==> src/rtl/block_shape.sv <==
`default_nettype none
// ============================================================================
// Module      : block_shape
// Description : Drawing engine for one scrolling obstacle block. Answers the
//               sequencer's draw_start/draw_done handshake, streams one pixel
//               per clock (x, y, colour, plot) while drawing, and scrolls the
//               block left on every update_screen pulse. Moves that arrive
//               mid-draw are deferred to the draw-exit edge so a block is
//               never torn.
// Revision    : 1.0 - initial release
// ============================================================================
module block_shape #(
  parameter logic [10:0] START_X = 11'd159,
  parameter logic [10:0] START_Y = 11'd100,
  parameter int          WIDTH   = 8,
  parameter int          HEIGHT  = 8,
  parameter int          STEP    = 1,
  parameter logic [2:0]  COLOUR  = 3'b111
) (
  input  logic        clock,
  input  logic        resetn,
  input  logic        load_reset,
  input  logic        draw_start,
  input  logic        update_screen,
  output logic [10:0] send_x,
  output logic [10:0] send_y,
  output logic [2:0]  send_colour,
  output logic        plot,
  output logic        draw_done
);

  typedef enum logic [1:0] {
    IDLE = 2'd0,
    DRAW = 2'd1,
    DONE = 2'd2
  } state_t;

  localparam logic [4:0]  c_last_x = 5'(WIDTH - 1);
  localparam logic [4:0]  c_last_y = 5'(HEIGHT - 1);
  localparam logic [10:0] c_step   = 11'(STEP);
  localparam logic [10:0] c_max_x  = 11'd159;

  state_t      r_state;
  logic [10:0] r_pos_x;
  logic [4:0]  r_cx;
  logic [4:0]  r_cy;
  logic        r_pending;
  logic [10:0] r_send_x;
  logic [10:0] r_send_y;
  logic [2:0]  r_send_colour;
  logic        r_plot;
  logic        r_draw_done;

  logic [10:0] w_pix_x;
  logic [10:0] w_pix_y;
  logic [10:0] w_stepped_x;
  logic        w_last_pix;

  // Current scan pixel, next scrolled position (wrapping instead of going negative)
  assign w_pix_x     = r_pos_x + {6'd0, r_cx};
  assign w_pix_y     = START_Y + {6'd0, r_cy};
  assign w_stepped_x = (r_pos_x < c_step) ? START_X : (r_pos_x - c_step);
  assign w_last_pix  = (r_cx == c_last_x) && (r_cy == c_last_y);

  assign send_x      = r_send_x;
  assign send_y      = r_send_y;
  assign send_colour = r_send_colour;
  assign plot        = r_plot;
  assign draw_done   = r_draw_done;

  // Handshake FSM, raster scan, position scrolling and registered pixel bus
  always_ff @(posedge clock or negedge resetn) begin
    if (!resetn) begin
      r_state       <= IDLE;
      r_pos_x       <= START_X;
      r_cx          <= 5'd0;
      r_cy          <= 5'd0;
      r_pending     <= 1'b0;
      r_send_x      <= 11'd0;
      r_send_y      <= 11'd0;
      r_send_colour <= 3'd0;
      r_plot        <= 1'b0;
      r_draw_done   <= 1'b0;
    end else if (load_reset) begin
      r_state     <= IDLE;
      r_pos_x     <= START_X;
      r_pending   <= 1'b0;
      r_plot      <= 1'b0;
      r_draw_done <= 1'b0;
    end else begin
      case (r_state)
        IDLE: begin
          r_plot      <= 1'b0;
          r_draw_done <= 1'b0;
          if (update_screen) r_pos_x <= w_stepped_x;
          if (draw_start) begin
            r_state <= DRAW;
            r_cx    <= 5'd0;
            r_cy    <= 5'd0;
          end
        end
        DRAW: begin
          if (!draw_start) begin
            // Abort: leave DRAW, applying any deferred move on this exit edge
            r_state     <= IDLE;
            r_plot      <= 1'b0;
            r_draw_done <= 1'b0;
            r_pending   <= 1'b0;
            if (r_pending || update_screen) r_pos_x <= w_stepped_x;
          end else begin
            r_send_x      <= w_pix_x;
            r_send_y      <= w_pix_y;
            r_send_colour <= COLOUR;
            r_plot        <= (w_pix_x <= c_max_x);
            if (w_last_pix) begin
              r_state   <= DONE;
              r_pending <= 1'b0;
              if (r_pending || update_screen) r_pos_x <= w_stepped_x;
            end else begin
              if (update_screen) r_pending <= 1'b1;
              if (r_cx == c_last_x) begin
                r_cx <= 5'd0;
                r_cy <= r_cy + 5'd1;
              end else begin
                r_cx <= r_cx + 5'd1;
              end
            end
          end
        end
        DONE: begin
          r_plot      <= 1'b0;
          r_draw_done <= draw_start;
          if (update_screen) r_pos_x <= w_stepped_x;
          if (!draw_start) r_state <= IDLE;
        end
        default: begin
          r_state     <= IDLE;
          r_plot      <= 1'b0;
          r_draw_done <= 1'b0;
        end
      endcase
    end
  end

endmodule
`default_nettype wire

==> config.mk <==
export PLATFORM = sky130hd
export DESIGN_NAME = block_shape
export DESIGN_NICKNAME = d
export VERILOG_FILES = /design/src/rtl/block_shape.sv
export SDC_FILE = /design/constraint.sdc
export NUM_CORES = 1
export LEC_CHECK = 0
export BUFFER_PORTS_ARGS = -buffer_cell sky130_fd_sc_hd__buf_2
export CAP_MARGIN = 20
export CORE_MARGIN = 8
export CORE_UTILIZATION = 53
export DETAILED_ROUTE_END_ITERATION = 8
export PLACE_DENSITY_LB_ADDON = 0.12
export REMOVE_ABC_BUFFERS = 1
export SLEW_MARGIN = 20
export SYNTH_ARGS = -nofsm -noshare
export SYNTH_HDL_FRONTEND = slang
export SYNTH_SLANG_ARGS = --single-unit
==> constraint.sdc <==
create_clock -name clock -period 4.8 [get_ports clock]
set_input_delay 1.2 -clock clock [delete_from_list [all_inputs] [get_ports clock]]
set_output_delay 1.2 -clock clock [all_outputs]
set_load 0.01 [all_outputs]
==> summary.md, run 1 <==
| Metric | Value |
|---|---|
| Status | `completed` |
| Port Buffers | `28` |
| Critical path cell sequence | `ha_1 -> fa_1 -> a211oi_2 -> o21bai_2 -> and4_4 -> or3_1 -> a2111oi_2` |
| Pin count of the biggest net entering global routing | `47` |
| # H-tree levels | `2` |
| Clock share of power | `around 28%` |
| Final setup vio count | `0` |
| Final hold violations | `0` |
| CTS sink count | `between 40 and 50` |
| Dpl hpwl | `3810 um` |
| Clk_skew | `5.91 ps` |
| Switching share of power | `31.0%` |
| Synth warn | `0` |
| Clk_lat worst skew | `300 ps` |
| Vias in the first global route | `1945` |
| Leak | `approximately 1.3 nW` |
| Final core utilization | `between 60% and 70%` |
| First-pass GRT wire length | `a little over 9000 um` |
| Critical Path Start | `r_cx[0]$_DFFE_PN0P_` |
| Routability cong. | `between 0.8 and 0.9` |
| Placed standard-cell area | `between 0.002 and 0.003 mm2` |
| Number of vias per cell | `roughly 5.7` |
| Netlist Area Pre-Place | `~0.0026 mm2` |
| Total number of vias | `around 2100` |
| Pre-Repair DR Iteration Count | `4` |
| Crit-path max FO | `5` |
| Routed Antenna Nets | `0` |
| Type of the worst min-delay path | `reg2reg` |
| Reg2reg setup slack | `around 2300 ps` |
| Top cell family by delay on the critical path | `compound AO/OA/AOI/OAI gates` |
| Post-synthesis sequential area ratio | `45.0%` |
| Mapped Cells | `280` |
| Grt ovf | `0` |
| Setup crit start kind | `flop` |
| Seq pwr share | `between 50% and 60%` |
| Slew margin rel. | `50.1%` |
| PD cells | `309 mW/mm2` |
| Combinational share of power | `approximately a fifth` |
| Top FF cell, synth | `dfrtp_1` |
| Synth top area share | `approximately two fifths` |
| Site Rows | `25` |
| Power Internal | `about 0.60 mW` |
| Post-synth EDFFs | `0` |
| I/O pin cnt | `32` |
| Clk slew on worst S/H paths | `roughly 90 ps` |
| Maximum VDD drop | `0.139 mV` |
| Core area | `0.00469 mm2` |
| Fmax | `395 MHz` |
| Slowest cell on crit path | `dfrtp_1` |
| GRT Resource Usage Total | `around 15%` |
| Max-slew violation count | `0` |
| # diodes | `0` |
| Critical path buffer and inverter count | `0` |
| Max-cap viol count | `0` |
| Wire length per cell | `between 10 and 15 um` |
| Setup TNS | `0 ps` |
| Critical Path AT | `approximately 2700 ps` |
| Area contributors post-synth | `dfrtp_1 (39%), nand2_1 (6.7%), dfstp_2 (6.1%), ha_1 (5.3%), o21ai_1 (3.7%)` |
| CTS resizes | `0` |
| Biggest area consumer among synthesized cells | `dfrtp_1` |
| Tightest Pin Transition | `approximately 750 ps` |
| Setup CP Type | `reg2reg` |
| DRT iter0 DRCs | `119` |
| Setup Fix Bufs, Post-CTS | `0` |
| Fin area | `around 0.0028 mm2` |
| Initial antenna violation count | `0` |
| CP required | `5000 ps` |
| Final Critical Period | `2530 ps` |
| Die width | `around 86 um` |
| Hold Buf Count CTS | `0` |
| Post-synth ARST share | `100%` |
| Full die area | `0.00734 mm2` |
| Critical Path End Type | `flop` |
| Initial Util | `54.9%` |
| Hold_sp | `send_x[1]$_DFFE_PN0P_` |
| Cts bufs inserted | `5` |
| RSZ-0062 raised after global routing | `false` |
| Synth cell types | `55` |
| Chip height | `approximately 86 um` |
| Seq cells post-synth | `between 40 and 50` |
| Avg Cell Area, Syn | `between 9 and 10 um2` |
| Final period util | `a little over half` |
| P&R area growth vs syn | `9.62%` |
| Drt drc | `0` |
| Net Switching | `roughly 0.27 mW` |
| Crit-path max cell delay | `about 440 ps` |
| Share of layout cells above drive strength 1 | `between 10% and 20%` |
| TritonCTS clock tree | `yes` |
| Worst R2R Start | `r_cx[0]$_DFFE_PN0P_` |
| Nets@finish | `between 300 and 400` |
| Final WL | `between 5000 and 6000 um` |
| CTS max path bufs | `2` |
| CTS root buffer | `clkbuf_8` |
## final timing paths
path                                                to  cells past startpoint
worst max-delay path                    plot$_DFF_PN0_                      7
worst min-delay path             send_x[1]$_DFFE_PN0P_                      2
worst max register to register          plot$_DFF_PN0_                      7
worst min register to register   send_x[1]$_DFFE_PN0P_                      2
max in group asynchronous          r_cx[2]$_DFFE_PN0P_                      1
min in group asynchronous       r_pos_x[5]$_DFFE_PN0P_                      1
## synthesized netlist by cell type, types with 3 or more instances
library cell / n
inv_1: 9
clkbuf_1: 8
or3_1: 3
a21oi_1: 11
o21ai_0: 5
o21a_1: 3
xor2_1: 5
nand2b_1: 3
nor3_1: 5
nand4_1: 6
dfstp_2: 6
dfrtp_1: 40
o21ai_1: 19
nand3_1: 11
nand2_1: 46
buf_4: 5
xnor2_1: 6
o31ai_1: 8
ha_1: 11
nor2_1: 24
nor2b_1: 3
## power by group through the flow
stage | Clock [mW] | Sequential (mW) | Combinational (mW)
floorplan | 0 | 0.476 | 0.0998
global placement | 0 | 0.466 | 0.171
detailed placement | 0 | 0.467 | 0.175
CTS | 0.249 | 0.459 | 0.175
global route | 0.264 | 0.465 | 0.195
finish | 0.241 | 0.458 | 0.173
## worst register-to-register path: cells and delay by family, from the launching register on
kind | cells | cell delay (ps)
compound gates | 3 | 740
flops | 1 | 440
simple gates | 2 | 560
fa+ha+maj | 2 | 690
## through the flow
step | cells | hold WS (ps) | power (mW) | worst slack (ps)
final | 359 | 479 | 0.872 | 2270
after global routing | 359 | 501 | 0.924 | 2120
after CTS | 359 | 487 | 0.884 | 2060
after detailed placement | 351 | 466 | 0.642 | 1790
after global placement | 351 | 454 | 0.637 | 1890
after floorplan | 268 | 491 | 0.575 | 2440
## flip-flops by register name (all words and copies together), names as in the netlist, 2 cells and up
signal   count
r_cy         5
r_pos_x     11
send_x      11
r_state      2
r_cx         5
send_y       8
## final cells by class
type                       count  area (um2)
inverter                      10        37.5
timing repair buffer          29         150
sequential                    46        1160
multi-input combinational    212        1320
fill                         405        1870
clock buffer                   5        68.8
clock inverter                 3        21.3
tap                           54        67.6
## routing by layer
metal | part of all wire [%] | vias up | GRT usage [%] | routed length [um]
li1 | - | 1049 | - | -
met1 | 49 | 952 | 21.4 | 2610
met2 | 44 | 59 | 22.6 | 2330
met3 | 5.8 | 4 | 4.30 | 306
met4 | 0.78 | 0 | 3.98 | 41
met5 | 0 | - | 0 | 0
## cells in the final DEF, fill, tap and decap left out, drive strengths merged, types with 3 or more instances in the layout
cell type  Yosys  routed
buf            6      29
conb           1       3
xor2           5       5
clkbuf         8       5
dfrtp         40      40
inv           10      10
o31ai          8       8
or3            3       3
a21oi         11      11
a211oi         3       3
nand3         11      11
nand4          6       6
nor3           5       5
o21ai         24      24
ha            11      11
nand2b         3       3
o41ai          3       3
nand2         46      46
dfstp          6       6
o21a           3       3
xnor2          6       6
nor2          24      24
nor2b          3       3
## cell families (layout without fill, tap and decap cells)
logic type | after synthesis | in the layout | synth area share, %
AOI/OAI and AO/OA | 69 | 69 | 18.3
xor gates and xnor gates | 11 | 11 | 3.74
adders and majority gates | 12 | 12 | 6.12
buffers and inverters | 24 | 47 | 4.28
DFF | 46 | 46 | 45.0
muxes | 3 | 3 | 1.21
other | 1 | 3 | 0.146
and+or+nand+nor | 114 | 114 | 21.2
(Power assumes the default switching activity.)
==> run 2: changes to the inputs <==
- CORE_UTILIZATION: 53 -> 52
- clock period: 4.8 -> 2.1 ns (I/O delays scaled with it)
==> run 2 against run 1 <==
Effect of this change:
- the run now ends with negative setup slack left
- wire length increased by 12%
- setup slack got worse by 2400 ps
- hold slack got worse by 340 ps
- clock-buffer cell count increased by 1
- total power increased by 140%
- first-iteration DRC count decreased by 17%
- sequential power increased by 120%
- global-route usage increased by 1.0 points
- cell count increased by 12%
- critical endpoint unchanged
- largest cell class unchanged
- highest routed layer unchanged
==> summary.md, run 2 (synthesis gave the netlist of run 1 again) <==
| Metric | Value |
|---|---|
| Status | `finished, violations left` |
| Violated checks | `negative setup slack` |
| Clk_skew | `8.13 ps` |
| Most common cell after layout, fill and taps aside | `nand2_1` |
| Maximum VDD drop | `approximately 0.33 mV` |
| Routability cong. | `about 0.90` |
| Final worst slack | `-91.7 ps` |
| Critical Path AT | `around 2400 ps` |
| CTS sink count | `46` |
| P&R area growth vs syn | `20.9%` |
| CTS root buffer | `clkbuf_8` |
| Total number of vias | `2196` |
| Final core utilization | `65.5%` |
| Setup crit start kind | `flop` |
| Full die area | `roughly 0.0075 mm2` |
| I/O pin cnt | `32` |
| DRT iter0 DRCs | `slightly below 100` |
| RSZ-0062 raised after global routing | `true` |
| Share of layout cells above drive strength 1 | `roughly 27%` |
| Final setup vio count | `1` |
| Nets@finish | `351` |
| Final hold violations | `0` |
| # diodes | `0` |
| Crit-path max FO | `2` |
| Type of the worst min-delay path | `in2async` |
| Slowest cell on crit path | `dfrtp_1` |
| Commonest cells after routing, fill and taps aside | `nand2_1 (45), dfrtp_1 (40), buf_4 (30), buf_2 (28), nor2_1 (24)` |
| Cts bufs inserted | `5` |
| Setup CP Type | `reg2reg` |
| Initial Util | `54.2%` |
| First-pass GRT wire length | `about 9900 um` |
| Site Rows | `25` |
| CP required | `~2300 ps` |
| Max-slew violation count | `0` |
| Clk slew on worst S/H paths | `roughly 80 ps` |
| Final period util | `104%` |
| Fillers | `between 400 and 500` |
| Vias in the first global route | `~2100` |
| Core area | `roughly 0.0048 mm2` |
| GRT Resource Usage Total | `16.4%` |
| Max-cap viol count | `0` |
| Total power | `~2.1 mW` |
| PD cells | `approximately 660 mW/mm2` |
| Dpl hpwl | `4400 um` |
| Pre-Repair DR Iteration Count | `4` |
| Critical Path End Type | `flop` |
| Initial antenna violation count | `0` |
| Clk_lat worst skew | `around 300 ps` |
| Drt drc | `0` |
| Routed Antenna Nets | `0` |
| CTS max path bufs | `2` |
| Pin count of the biggest net entering global routing | `31` |
| Chip height | `~86 um` |
| Crit-path max cell delay | `~430 ps` |
| Final WL | `roughly 5900 um` |
| TritonCTS clock tree | `yes` |
| Number of vias per cell | `5.46` |
| Wire length per cell | `14.7 um` |
| Grt ovf | `0` |
| Port Buffers | `28` |
| Critical path cell sequence | `ha_4 -> fa_2 -> a211oi_4 -> o21bai_2 -> and4_4 -> or3_4 -> a2111oi_4` |
| Fmax | `456 MHz` |
| Final Critical Period | `roughly 2200 ps` |
| # H-tree levels | `2` |
| Worst slack, placed | `-222 ps` |
| Die width | `around 86 um` |
| Leak | `about 1.5 nW` |
==> run 2: layer usage <==
metal	part of all wire (%)	global-route usage, %
met5	0	0
met4	1.3	6.26
met3	4.2	3.21
met2	45	24.7
met1	50	22.4
==> run 2: worst paths after layout <==
check | startpoint | endpoint | slack [ps] | depth (start not counted)
max reg2reg | r_cx[0]$_DFFE_PN0P_ | plot$_DFF_PN0_ | -90 | 7
min | resetn | r_pos_x[5]$_DFFE_PN0P_ | 140 | 1
min reg2reg | send_y[7]$_DFFE_PN0P_ | send_y[7]$_DFFE_PN0P_ | 480 | 2
max in group asynchronous | resetn | send_y[7]$_DFFE_PN0P_ | 1410 | 2
max | r_cx[0]$_DFFE_PN0P_ | plot$_DFF_PN0_ | -90 | 7
min in group clock | send_y[7]$_DFFE_PN0P_ | send_y[7]$_DFFE_PN0P_ | 480 | 2
==> run 2: layout make-up <==
class	instances	area, um2	area share (%)
Sequential cell	46	1160	37.2
Inverter	10	37.5	1.21
Clock buffer	6	72.6	2.33
Timing Repair Buffer	59	377	12.1
Tap cell	67	83.8	2.69
Clock inverter	2	13.8	0.442
Multi-Input combinational cell	212	1370	44.0
==> run 2: worst max-delay path, delay by kind of cell, from the launching register on <==
| family | cells | cell delay [ps] |
|---|---|---|
| AO/OA/AOI/OAI | 3 | 610 |
| adder cells (fa/ha/maj) | 2 | 540 |
| AND/OR/NAND/NOR | 2 | 520 |
| flip-flops | 1 | 430 |
==> run 2: through the flow <==
step	hold slack (ps)	std cells	instance area, um2	TNS, ps
after detailed placement	466	392	2950	-222
after floorplan	229	268	2510	-256
after global routing	163	402	3110	-260
final	143	402	3110	-91.7
after global placement	454	392	2950	-163
after CTS	150	400	3070	-159
==> run 2: what timing repair did <==
item,CTS,global route
setup buffers,0,2
setup endpoints to repair,1,8
resized for setup,5,8
hold buffers,0,0
pin swaps,6,7
==> run 2: where the power goes <==
group	internal, mW	switching [mW]	total [mW]
sequential	0.977	0.0563	1.03
combinational	0.223	0.274	0.497
clock	0.235	0.298	0.533
total	1.43	0.629	2.06
==> run 3: changes to the inputs <==
- RECOVER_POWER: not set -> 100
==> run 3 against run 2 <==
Effect of this change:
- the flow still finishes with violations (negative setup slack)
- final area fell by 1.5%
- flip-flop and latch count did not move
- die area did not move
- sequential power barely moved
- non-clock buffer count did not move
==> summary.md, run 3 (synthesis gave the netlist of run 1 again) <==
| Metric | Value |
|---|---|
| Total number of vias | `2212` |
| Drt drc | `0` |
| CP required | `approximately 2300 ps` |
| Wire length per cell | `14.7 um` |
| Final core utilization | `about 65%` |
| Final cell count without fillers | `approximately 400` |
| Dpl hpwl | `4400 um` |
| Pre-Repair DR Iteration Count | `4` |
| Final setup vio count | `2` |
| CTS root buffer | `clkbuf_8` |
| Placed cell count | `just under 400` |
| Fillers | `409` |
| Status | `finished, violations left` |
| Nets@finish | `351` |
| Initial antenna violation count | `0` |
| Clk slew on worst S/H paths | `~90 ps` |
| Full die area | `roughly 0.0075 mm2` |
| Violated checks | `negative setup slack` |
| Vias in the first global route | `2109` |
| Worst r2r dst | `plot$_DFF_PN0_` |
| Die width | `86.4 um` |
| Grt ovf | `0` |
| Routed Antenna Nets | `0` |
| Max-slew violation count | `0` |
| Clk_skew | `between 8 and 9 ps` |
| Type of the worst min-delay path | `in2async` |
| Max-cap viol count | `0` |
| Worst R2R Start | `r_cx[0]$_DFFE_PN0P_` |
| Cts bufs inserted | `5` |
| Reg2reg path depth | `7` |
| P&R area growth vs syn | `19.1%` |
| Final WL | `a little under 6000 um` |
| Placed standard-cell area | `about 0.0030 mm2` |
| # H-tree levels | `2` |
| GRT met3 Usage | `~3.2%` |
| PD cells | `between 600 and 700 mW/mm2` |
| Critical Path End Type | `flop` |
| Setup TNS | `-96.6 ps` |
| Initial Util | `a little over half` |
| DRT iter0 DRCs | `roughly 100` |
| Worst slack, placed | `-222 ps` |
| Number of vias per cell | `5.50` |
| M2 GR Usage | `roughly a quarter` |
| Critical Path AT | `about 2400 ps` |
| WHS | `between 300 and 400 ps` |
| Total power | `a little over 2 mW` |
| Share of layout cells above drive strength 1 | `between 10% and 20%` |
| CTS max path bufs | `2` |
| Fin area | `0.00307 mm2` |
| Grt peak-use layer | `met2` |
| First-pass GRT wire length | `9870 um` |
| Met1 usage | `approximately 22%` |
| CTS sink count | `between 40 and 50` |
| Reg2reg setup slack | `-90 ps` |
| TritonCTS clock tree | `yes` |
| GRT Resource Usage Total | `between 10% and 20%` |
| Tightest Pin Transition | `roughly 970 ps` |
| I/O pin cnt | `32` |
| Site Rows | `25` |
| Crit-path max FO | `2` |
| Most common cell after layout, fill and taps aside | `nand2_1` |
| Pin count of the biggest net entering global routing | `31` |
| Maximum VDD drop | `between 0.3 and 0.4 mV` |
| Fmax | `approximately 460 MHz` |
| Final Critical Period | `~2200 ps` |
| Leak | `~1.4 nW` |
| # diodes | `0` |
| Chip height | `about 86 um` |
| Port Buffers | `28` |
| RSZ-0062 raised after global routing | `true` |
| Final period util | `104%` |
| Routability cong. | `between 0.8 and 0.9` |
| Clk_lat worst skew | `about 300 ps` |
| Setup crit start kind | `flop` |
| Core area | `about 0.0048 mm2` |
| Commonest cells after routing, fill and taps aside | `nand2_1 (46), dfrtp_1 (40), clkbuf_1 (28), buf_4 (26), nor2_1 (24)` |
| Setup CP Type | `reg2reg` |
| Final worst slack | `-93.9 ps` |
| Final hold violations | `0` |
| Slew margin rel. | `roughly a third` |
==> run 3: cell types whose count changed in the layout (fill, tap and decap cells not counted), moves of 4 or more <==
cell and change:
clkbuf_1 +27, buf_2 -25, o21ai_0 +5, o21ai_1 -5
buf_4 -4
==> run 3: critical path, cell delays in order, from the launching register on <==
cell and delay [ps]:
dfrtp_1 430, ha_4 180, fa_2 360, a211oi_4 240
o21bai_2 90, and4_4 180, or3_4 340, a2111oi_4 280
==> run 3: routing by layer <==
| layer | wire [um] | part of all wire, % |
|---|---|---|
| met1 | 2910 | 49 |
| met2 | 2660 | 45 |
| met3 | 274 | 4.6 |
| met4 | 90 | 1.5 |
| met5 | 0 | 0 |
==> run 3: what timing repair did <==
| item | in CTS | in global routing |
|---|---|---|
| buffers inserted | 0 | 2 |
| setup endpoints to repair | 1 | 8 |
| pin swaps | 6 | 7 |
| resized for setup | 5 | 8 |
| hold buffers | 0 | 0 |
==> run 3: final cells by class <==
cell class / instances / area (um2) / share of cell area (%)
clock inverters: 2 / 13.8 / 0.449
clock buffers: 6 / 72.6 / 2.37
flip-flops and latches: 46 / 1160 / 37.8
inverters: 10 / 37.5 / 1.22
well taps: 67 / 83.8 / 2.73
multi-input cells: 212 / 1370 / 44.5
repair buffers: 59 / 335 / 10.9
==> run 3: where the power goes <==
part,switching (mW),internal (mW)
clock network,0.300,0.235
registers,0.0579,0.977
logic,0.274,0.201
==> run 3: worst max-delay path by stage <==
stage	from	endpoint	slack, ps	cells past startpoint
after floorplan	r_cx[0]$_DFFE_PN0P_	plot$_DFF_PN0_	-260	7
after global placement	r_cx[0]$_DFFE_PN0P_	plot$_DFF_PN0_	-160	7
after detailed placement	r_cx[0]$_DFFE_PN0P_	plot$_DFF_PN0_	-220	7
after CTS	r_cx[0]$_DFFE_PN0P_	plot$_DFF_PN0_	-160	7
after global routing	r_cx[0]$_DFFE_PN0P_	plot$_DFF_PN0_	-210	7
final	r_cx[0]$_DFFE_PN0P_	plot$_DFF_PN0_	-90	7
